File: src/rtl/lcd_nibble_rx.sv
// lcd_nibble_rx
// Panel-side responder for a 4-bit HD44780-style bus. Bus signals are
// synchronized into clk, nibble pairs are assembled into bytes, and a reduced
// instruction set is executed against a 32-byte DDRAM with an address counter
// and busy flag. Read cycles are answered with status or DDRAM nibbles.
module lcd_nibble_rx #(
    parameter int BUSY_CYCLES = 40
) (
    input  logic       clk,
    input  logic       rst,
    input  logic       lcd_rs,
    input  logic       lcd_rw,
    input  logic       lcd_e,
    input  logic [3:0] lcd_db_in,
    output logic [3:0] lcd_db_out,
    output logic       lcd_db_oe,
    output logic       byte_valid,
    output logic       byte_rs,
    output logic [7:0] byte_data,
    output logic       busy,
    output logic [4:0] ac,
    output logic       overrun,
    input  logic [4:0] dbg_addr,
    output logic [7:0] dbg_data
);

    localparam int               CNT_W      = $clog2(BUSY_CYCLES + 1);
    localparam logic [CNT_W-1:0] BUSY_LOAD  = CNT_W'(BUSY_CYCLES);
    localparam logic [7:0]       BLANK_CHAR = 8'h20;
    localparam logic [4:0]       LAST_ADDR  = 5'd31;

    typedef enum logic {
        ST_IDLE  = 1'b0,
        ST_CLEAR = 1'b1
    } state_t;

    // Synchronizer chains; e carries one extra stage for edge detection.
    logic       r_e_s1, r_e_s2, r_e_s3;
    logic       r_rs_s1, r_rs_s2;
    logic       r_rw_s1, r_rw_s2;
    logic [3:0] r_db_s1, r_db_s2;

    // Byte assembly and instruction state.
    logic             r_phase;
    logic [3:0]       r_hi;
    logic [4:0]       r_ac;
    logic             r_id;
    logic [CNT_W-1:0] r_busy_cnt;
    logic [4:0]       r_clr_addr;
    state_t           r_state;
    state_t           w_state_nxt;

    // Registered outputs.
    logic       r_byte_valid;
    logic       r_byte_rs;
    logic [7:0] r_byte_data;
    logic       r_overrun;
    logic [3:0] r_db_out;
    logic       r_db_oe;

    // Display data RAM; not reset, contents undefined until a clear.
    logic [7:0] r_ddram [0:31];

    // Combinational helpers.
    logic       w_e_fall;
    logic       w_wr_hi;
    logic       w_wr_done;
    logic [7:0] w_byte;
    logic       w_busy;
    logic       w_accept;
    logic       w_drop;
    logic       w_is_clear;
    logic       w_rd_adv;
    logic [4:0] w_ac_step;
    logic [7:0] w_rd_byte;
    logic [3:0] w_rd_nib;
    logic [4:0] w_ins_ac_nxt;
    logic       w_ins_id_nxt;
    logic       w_ins_clear;
    logic       w_clr_we;
    logic       w_clr_done;

    assign w_e_fall   = r_e_s3 & ~r_e_s2;
    assign w_wr_hi    = w_e_fall & ~r_rw_s2 & ~r_phase;
    assign w_wr_done  = w_e_fall & ~r_rw_s2 &  r_phase;
    assign w_byte     = {r_hi, r_db_s2};
    assign w_busy     = (r_busy_cnt != '0) | (r_state == ST_CLEAR);
    // A completed write is executed only when idle and not busy; otherwise it is lost.
    assign w_accept   = w_wr_done & ~w_busy;
    assign w_drop     = w_wr_done &  w_busy;
    assign w_is_clear = w_accept & ~r_rs_s2 & w_ins_clear;
    // Data reads step the address counter once the low nibble has been taken.
    assign w_rd_adv   = w_e_fall & r_rw_s2 & r_phase & r_rs_s2;
    assign w_ac_step  = r_id ? (r_ac + 5'd1) : (r_ac - 5'd1);
    // Status is sampled live so a host polling busy sees it fall mid-strobe.
    assign w_rd_byte  = r_rs_s2 ? r_ddram[r_ac] : {w_busy, 2'b00, r_ac};
    assign w_rd_nib   = r_phase ? w_rd_byte[3:0] : w_rd_byte[7:4];

    assign lcd_db_out = r_db_out;
    assign lcd_db_oe  = r_db_oe;
    assign byte_valid = r_byte_valid;
    assign byte_rs    = r_byte_rs;
    assign byte_data  = r_byte_data;
    assign busy       = w_busy;
    assign ac         = r_ac;
    assign overrun    = r_overrun;
    assign dbg_data   = r_ddram[dbg_addr];

    // Bring the asynchronous bus into the clk domain, all with equal depth.
    always_ff @(posedge clk or posedge rst) begin
        if (rst) begin
            r_e_s1  <= 1'b0;
            r_e_s2  <= 1'b0;
            r_e_s3  <= 1'b0;
            r_rs_s1 <= 1'b0;
            r_rs_s2 <= 1'b0;
            r_rw_s1 <= 1'b0;
            r_rw_s2 <= 1'b0;
            r_db_s1 <= 4'h0;
            r_db_s2 <= 4'h0;
        end else begin
            r_e_s1  <= lcd_e;
            r_e_s2  <= r_e_s1;
            r_e_s3  <= r_e_s2;
            r_rs_s1 <= lcd_rs;
            r_rs_s2 <= r_rs_s1;
            r_rw_s1 <= lcd_rw;
            r_rw_s2 <= r_rw_s1;
            r_db_s1 <= lcd_db_in;
            r_db_s2 <= r_db_s1;
        end
    end

    // Instruction decode by priority: set-address, entry mode, home, clear.
    always_comb begin
        w_ins_ac_nxt = r_ac;
        w_ins_id_nxt = r_id;
        w_ins_clear  = 1'b0;
        if (w_byte[7]) begin
            w_ins_ac_nxt = w_byte[4:0];
        end else if (w_byte[7:2] == 6'b000001) begin
            w_ins_id_nxt = w_byte[1];
        end else if (w_byte[7:1] == 7'b0000001) begin
            w_ins_ac_nxt = 5'd0;
        end else if (w_byte == 8'h01) begin
            w_ins_clear = 1'b1;
        end
    end

    // FSM state register.
    always_ff @(posedge clk or posedge rst) begin
        if (rst) begin
            r_state <= ST_IDLE;
        end else begin
            r_state <= w_state_nxt;
        end
    end

    // FSM next state: the clear sweep fills one address per cycle until 31.
    always_comb begin
        w_state_nxt = r_state;
        w_clr_we    = 1'b0;
        w_clr_done  = 1'b0;
        case (r_state)
            ST_IDLE: begin
                if (w_is_clear) begin
                    w_state_nxt = ST_CLEAR;
                end
            end
            ST_CLEAR: begin
                w_clr_we = 1'b1;
                if (r_clr_addr == LAST_ADDR) begin
                    w_clr_done  = 1'b1;
                    w_state_nxt = ST_IDLE;
                end
            end
            default: begin
                w_state_nxt = ST_IDLE;
            end
        endcase
    end

    // Nibble phase tracks every strobe; the high nibble is held for pairing.
    always_ff @(posedge clk or posedge rst) begin
        if (rst) begin
            r_phase <= 1'b0;
            r_hi    <= 4'h0;
        end else begin
            if (w_e_fall) begin
                r_phase <= ~r_phase;
            end
            if (w_wr_hi) begin
                r_hi <= r_db_s2;
            end
        end
    end

    // Address counter and entry direction; end of clear has priority.
    always_ff @(posedge clk or posedge rst) begin
        if (rst) begin
            r_ac <= 5'd0;
            r_id <= 1'b1;
        end else if (w_clr_done) begin
            r_ac <= 5'd0;
            r_id <= 1'b1;
        end else if (w_accept) begin
            if (r_rs_s2) begin
                r_ac <= w_ac_step;
            end else begin
                r_ac <= w_ins_ac_nxt;
                r_id <= w_ins_id_nxt;
            end
        end else if (w_rd_adv) begin
            r_ac <= w_ac_step;
        end
    end

    // Busy counter reloads on each accepted byte and again when a clear ends.
    always_ff @(posedge clk or posedge rst) begin
        if (rst) begin
            r_busy_cnt <= '0;
        end else if (w_accept || w_clr_done) begin
            r_busy_cnt <= BUSY_LOAD;
        end else if (r_busy_cnt != '0) begin
            r_busy_cnt <= r_busy_cnt - CNT_W'(1);
        end
    end

    // Clear sweep address starts at 0 on entry and walks up while clearing.
    always_ff @(posedge clk or posedge rst) begin
        if (rst) begin
            r_clr_addr <= 5'd0;
        end else if (w_is_clear) begin
            r_clr_addr <= 5'd0;
        end else if (w_clr_we) begin
            r_clr_addr <= r_clr_addr + 5'd1;
        end
    end

    // Accepted-byte report and sticky overrun for writes lost while busy.
    always_ff @(posedge clk or posedge rst) begin
        if (rst) begin
            r_byte_valid <= 1'b0;
            r_byte_rs    <= 1'b0;
            r_byte_data  <= 8'h00;
            r_overrun    <= 1'b0;
        end else begin
            r_byte_valid <= w_accept;
            if (w_accept) begin
                r_byte_rs   <= r_rs_s2;
                r_byte_data <= w_byte;
            end
            if (w_drop) begin
                r_overrun <= 1'b1;
            end
        end
    end

    // Read-return driver follows the synchronized strobe while rw is high.
    always_ff @(posedge clk or posedge rst) begin
        if (rst) begin
            r_db_oe  <= 1'b0;
            r_db_out <= 4'h0;
        end else begin
            r_db_oe  <= r_e_s2 & r_rw_s2;
            r_db_out <= (r_e_s2 & r_rw_s2) ? w_rd_nib : 4'h0;
        end
    end

    // DDRAM write port shared by the clear sweep and data writes.
    always_ff @(posedge clk) begin
        if (w_clr_we) begin
            r_ddram[r_clr_addr] <= BLANK_CHAR;
        end else if (w_accept && r_rs_s2) begin
            r_ddram[r_ac] <= w_byte;
        end
    end

endmodule

File: config.mk
export PLATFORM = sky130hd
export DESIGN_NAME = lcd_nibble_rx
export DESIGN_NICKNAME = d
export VERILOG_FILES = /design/src/rtl/lcd_nibble_rx.sv
export SDC_FILE = /design/constraint.sdc
export NUM_CORES = 1
export LEC_CHECK = 0
export BUFFER_PORTS_ARGS = -buffer_cell sky130_fd_sc_hd__buf_2
export CAP_MARGIN = 20
export CORE_MARGIN = 3
export CORE_UTILIZATION = 50
export CTS_CLUSTER_DIAMETER = 40
export CTS_CLUSTER_SIZE = 8
export DETAILED_ROUTE_END_ITERATION = 16
export GPL_ROUTABILITY_DRIVEN = 0
export PLACE_DENSITY_LB_ADDON = 0.05
export SLEW_MARGIN = 20
export SYNTH_ARGS = -nofsm -noshare
export SYNTH_HDL_FRONTEND = slang
export SYNTH_SLANG_ARGS = --single-unit
File: constraint.sdc
create_clock -name clk -period 4.35 [get_ports clk]
set_clock_uncertainty 0.2 [all_clocks]
set_input_delay 0 -clock clk [delete_from_list [all_inputs] [get_ports clk]]
set_output_delay 0 -clock clk [all_outputs]
set_load 0.02 [all_outputs]
== Word-level counts from Yosys, hierarchy flattened ==
Memory sizes are Yosys's and may differ from the RTL's.
Index checks and enable logic that the tools add are counted.

* Add/subtract/negate cells: 4
* Multipliers: 0
* Divide/modulo/power cells: 0
* $lt $le $gt $ge: 0
* Equality and inequality tests: 8
* Shift-type cells: 0
* Multiplexer cells: 38
* Bitwise operators: 19
* Reductions and logical operators: 11

{| class="wikitable"
|+ Operators by type and width
! operator !! number
|-
| $mux 5 || 11
|-
| $mux 1 || 20
|-
| $mux 8 || 2
|-
| $and 1x1->1 || 12
|-
| $mux 6 || 2
|-
| $add 5x1->5 const B || 2
|-
| $eq 8x1->1 const B || 1
|-
| $mux 4 || 2
|-
| $reduce_bool 2->1 || 4
|-
| $reduce_or 8->1 || 1
|-
| $eq 7x1->1 const B || 1
|-
| $eq 6x1->1 const B || 1
|-
| $not 1->1 || 6
|-
| $reduce_bool 6->1 || 1
|-
| $sub 6x1->6 const B || 1
|-
| $eq 5x5->1 const B || 1
|-
| $ne 5x3->1 const B || 1
|-
| $ne 5x5->1 const B || 1
|-
| $sub 5x1->5 const B || 1
|-
| $ne 2x1->1 const B || 2
|-
| $reduce_and 4->1 || 1
|-
| $reduce_and 3->1 || 1
|-
| $reduce_bool 3->1 || 1
|-
| $pmux 1 s2 || 1
|-
| other kinds (3) || 3
|}

* Flip-flop bits (word level): 54
* Latch bits: 0
* RAM bits: 256
* ROM bits: 0
* Input bits: 14
* Output and inout bits: 30
* Word-level logic and storage cells: 103
* Memories: 1

{| class="wikitable"
|+ Memories
! name !! depth !! width !! rd ports !! clocked after memory_dff !! write ports !! RTL line !! text
|-
| r_ddram || 32 || 8 || 2 || 0 || 1 || 62 || <nowiki>logic [7:0] r_ddram [0:31];</nowiki>
|}

== Logic depth before layout (Yosys ltp) ==
* Depth in word-level cells: 11
* Depth in mapped cells: 10
* Gate-level depth less buffers: 8

== Worst setup path before layout ==
OpenSTA, ideal clock, no wires.

* Path type: flip-flop to flip-flop
* Start point: register r_busy_cnt[0]
* End point: memory r_ddram[0][2] (data pin)
* Library setup time: 0.351 ns
* Data arrival time: 2.726 ns
* Data required time: 3.799 ns
* Path slack: 1.073 ns
* Stages on the path, launching flop included: 9
* Path buffers: 1
* Period minus slack after synthesis: 3.277 ns
* Path through: dfrtp_1 -> inv_1 -> ha_1 -> or4b_4 -> or4_4 -> buf_6 -> inv_2 -> nand2_2 -> nor2_1

* Word-level cells in the longest chain between the ends: 10

{| class="wikitable"
|+ RTL lines
! what !! RTL line !! text
|-
| start: declaration || 48 || <nowiki>logic [CNT_W-1:0] r_busy_cnt;</nowiki>
|-
| start signal: assignment || 225 || <nowiki>r_busy_cnt <= r_busy_cnt - CNT_W'(1);</nowiki>
|-
| $reduce_bool 6->1 || 87 || <nowiki>assign w_busy = (r_busy_cnt != '0) | (r_state == ST_CLEAR);</nowiki>
|-
| $or 1x1->1 || 87 ||
|-
| $not 1->1 || 89 || <nowiki>assign w_accept = w_wr_done & ~w_busy;</nowiki>
|-
| $and 1x1->1 || 89 ||
|-
| $logic_and 1x1->1 || 274 || <nowiki>end else if (w_accept && r_rs_s2) begin</nowiki>
|-
| $mux 1 || 274 ||
|-
| $mux 1 || 272 || <nowiki>if (w_clr_we) begin</nowiki>
|-
| $mux 1 (not written as such) || 275 || <nowiki>r_ddram[r_ac] <= w_byte;</nowiki>
|-
| $reduce_or 8->1 (no source line) || -- ||
|-
| $mux 8 (no source line) || -- ||
|-
| end: declaration || 62 ||
|}

Every way passes these cells.

== Worst setup path after layout ==
* Start point: register r_busy_cnt[0]
* End point: memory r_ddram[24][1] (enable)

* Word-level cells in the longest chain between the ends: 10
* Elaborated cells between the ends (all ways): 11
* Classes of those cells: mux: 5; bitwise: 3; reduce/logical: 3

{| class="wikitable"
|+ RTL lines
! what !! RTL line
|-
| $reduce_bool 6->1 (*) || 87
|-
| $or 1x1->1 (*) || 87
|-
| $not 1->1 (*) || 89
|-
| $and 1x1->1 (*) || 89
|-
| $logic_and 1x1->1 (*) || 274
|-
| $mux 1 (*) || 274
|-
| $mux 1 (*) || 272
|-
| $mux 1 (not written as such) (*) || 275
|-
| $reduce_or 8->1 (no source line) || --
|-
| $mux 5 (no source line) / $mux 1 (equally long branches) || --
|}

Every way passes the cells marked *; elsewhere a longest branch is shown, timed or not.

==> reports/results.ini <==
[logic_synthesis]
yosys_register_bits = 310
synthCells = 839
ys_async_sr_fraction_pct = 17.4
synth_top_family_by_area = multiplexers
synth_top_area_cell = edfxtp_1
synthSimpleGateAreaFrac_pct = 6.11
synthAdderAreaFrac_pct = 0.735
netlist_area_sq_um = 14600
synth_ff_type = edfxtp_1
syn-num-nets = 861
synth_mux_area_share_pct = 24.6
synth_top_area_share_pct = 52.5
ys_seq_area_share_pct = 61.8
synthTopCellsByArea = edfxtp_1 (53%), mux4_2 (22%), dfrtp_1 (9.1%)
yosys_warnings = 0
synth-compound-area-share_pct = 3.91
synth.avg_cell_area_sq_um = 17.4
synth-xor-area-share_pct = 0.718
synth_enable_flop_cells = 256
ys_types = 63

[placement]
dp_hpwl_um = 27100
place_inst = 1258
numPortBuffers = 43
postPlaceCellArea_sq_um = 15500

[worst_setup_path]
arrival_ns = 3.61
cp-start-kind = flip-flop
crit_start = r_busy_cnt[0]$_DFFE_PP0P_
path_class = flip-flop to flip-flop
crit_slowest_cell = nor2_1
timing.rr.start = r_busy_cnt[0]$_DFFE_PP0P_
path_cells = inv_1 -> ha_1 -> or4b_4 -> or4_4 -> buf_4 -> nor4_1 -> a41oi_2 -> nor2_1
cp.required_ns = 4.32
cp_max_fo = 19
cp-end-kind = flip-flop
max_stage_delay_ns = 0.66

[cells_and_area]
post-route-util_pct = 59.5
syn_to_final_growth_pct = 17.1
fill_cells = 2164
final_layout_size_suffix_gt1_share_pct = 35.4
final_cells = 1351
nets = 962
fin_area_sq_um = 17100
n_antenna_cell = 0

[timing]
finalCritPeriodShare_pct = 83.7
setup_viol = 0
fin_hold_ws_ns = -0.0241
fin_crit_ns = 3.64
hold_violations = 33
maxSlewHeadroom_pct = 38.8
worst_slew_pin_slew_ns = 0.917
max_freq_mhz = 275
finalSetupTns_ns = 0
rsz0062_at_grt = no
maxSlewViolCount = 0

[global_routing]
overflow = 0
grt_pass1_vias = 8880
grt_pass1_wl_um = 60100
grt_use_total_pct = 26.3
antenna_found_initial = 2
grt_max_degree = 56

[clocking]
cts_tree = done
clock-root-buffer = clkbuf_16
cts_buffer_depth = 3
cts.repair.resized = 0
htree_levels = 2
cts_inserted_buffers = 49
post-cts-setup-buffers = 0
clock_latency_ns = 0.54
clkSinkCount = 310
cts.clk_slew.worst_paths_ns = 0.05

[floorplanning]
rows = 62
core_sq_um = 28800
start_util_pct = 50.9
die_area_sq_um = 31400
chipHeight_um = 177
die_w_um = 177
ios = 44

[power]
ir_drop_uv = 273
leakage_nw = 5.33
powerDensity_nw_per_um2 = 511

[drt]
dr.first_iter.drc_count = 1166
drc = 0
drtAntennaViolNets = 0
routedWlPerCell_um = 29.6
first_pass_iters = 6
vias = 8822
via_per_inst = 6.53
drt-total-wl_um = 40000

[hold_path]
min_path_type = primary input to asynchronous set/reset pin

[job]
drv_cap = 0

[run_status]
violations = negative hold slack
status = finished, violations left

[logic make-up after synthesis]
| group | count (synthesis) |
|---|---|
| buf+inv | 73 |
| flops | 310 |
| simple gates | 183 |
| xor+xnor | 12 |
| mux | 182 |
| fa+ha+maj | 8 |
| compound gates | 71 |
[path summary, 6_finish.rpt]
check | cells after the start | end | slack, ns
worst max-delay path | 8 | r_ddram[24][1]$_DFFE_PP_ | 0.71
worst max register to register | 8 | r_ddram[24][1]$_DFFE_PP_ | 0.71
max in group asynchronous | 3 | ac[0]$_DFFE_PP0P_ | 3.34
worst min-delay path | 3 | r_db_s1[2]$_DFF_PP0_ | -0.02
min in group clk | 0 | r_e_s2$_DFF_PP0_ | 0.14
worst min register to register | 0 | r_e_s2$_DFF_PP0_ | 0.14
[through the flow]
stage               total power [mW]  worst slack (ns)
detailed placement              5.25             0.713
global route                    9.11             0.500
finish                          8.76             0.710
floorplan                       4.73              1.07
CTS                             8.82             0.697
global placement                5.23             0.846
[cell usage after synthesis (all sizes together) (6+ instances only)]
cell and count:
a211oi 6, nor3 7, nand2 56, o22ai 6
inv 14, ha 7, mux2 23, edfxtp 256
dfrtp 53, a2111oi 7, nor4 9, buf 30
a31oi 14, xnor2 7, mux2i 19, nor2 66
nor2b 10, and3 9, mux4 140, a21oi 7
clkbuf 29
[critical path: cells and delay by family (launching register included)]
family,cells,cell delay [ns]
DFF,1,0.36
and+or+nand+nor,4,2.02
adders and majority gates,1,0.17
AOI/OAI and AO/OA,1,0.13
buffers and inverters,2,0.39
[what timing repair did]
item                                   in CTS  in global routing
hold buffers                               15                  0
setup endpoints to repair                   0                  0
endpoints found under the hold margin      60                  0
[area by class of cell]
| type | instances | area, sq um | share of cell area [%] |
|---|---|---|---|
| multi-input combinational | 456 | 5280 | 30.8 |
| tap | 384 | 480 | 2.80 |
| clock buffer | 68 | 1350 | 7.88 |
| timing repair buffer | 109 | 788 | 4.60 |
| clock inverter | 10 | 133 | 0.774 |
| inverter | 14 | 53.8 | 0.314 |
| sequential | 310 | 9050 | 52.8 |
[layer usage]
| metal | vias to the layer above | track usage [%] | share of wire, % |
|---|---|---|---|
| li1 | 3625 | - | - |
| met1 | 4654 | 40.6 | 43 |
| met2 | 474 | 39.4 | 47 |
| met3 | 67 | 4.29 | 8.1 |
| met4 | 2 | 7.00 | 2.6 |
| met5 | - | 0 | 0.032 |
[state kept, by name, summed over array words and instances, names as in the netlist, 4 cells and up]
name	flops
r_db_s2	4
r_hi	4
byte_data	8
r_busy_cnt	6
r_ddram	256
r_db_s1	4
ac	5
r_clr_addr	5
lcd_db_out	4
[layout by cell type (no fill, tap or decap), drive strengths merged, types with 3 or more instances in the layout]
| master | Yosys | layout |
|---|---|---|
| a2111oi | 7 | 7 |
| a211oi | 6 | 6 |
| a21o | 4 | 4 |
| a21oi | 7 | 7 |
| a31oi | 14 | 14 |
| a41oi | 3 | 3 |
| and3 | 9 | 9 |
| buf | 30 | 94 |
| bufinv | 0 | 3 |
| clkbuf | 29 | 68 |
| clkinv | 0 | 5 |
| dfrtp | 53 | 53 |
| dlygate4sd3 | 0 | 15 |
| edfxtp | 256 | 256 |
| ha | 7 | 7 |
| inv | 14 | 14 |
| mux2 | 23 | 23 |
| mux2i | 19 | 19 |
| mux4 | 140 | 140 |
| nand2 | 56 | 56 |
| nand2b | 5 | 5 |
| nand3 | 4 | 4 |
| nand4 | 3 | 3 |
| nor2 | 66 | 66 |
| nor2b | 10 | 10 |
| nor3 | 7 | 7 |
| nor4 | 9 | 9 |
| o211ai | 4 | 4 |
| o21ai | 5 | 5 |
| o22ai | 6 | 6 |
| o31ai | 5 | 5 |
| o41ai | 3 | 3 |
| xnor2 | 7 | 7 |
| xor2 | 5 | 5 |
[report_power, final]
part	leakage, nW	total [mW]	switching [mW]	internal (mW)
combinational	2.00	1.47	0.772	0.694
clock	0.715	3.55	1.25	2.30
sequential	2.61	3.74	0.443	3.30
total	5.33	8.76	2.46	6.30
Note: power is estimated with default switching activity, not from simulation.
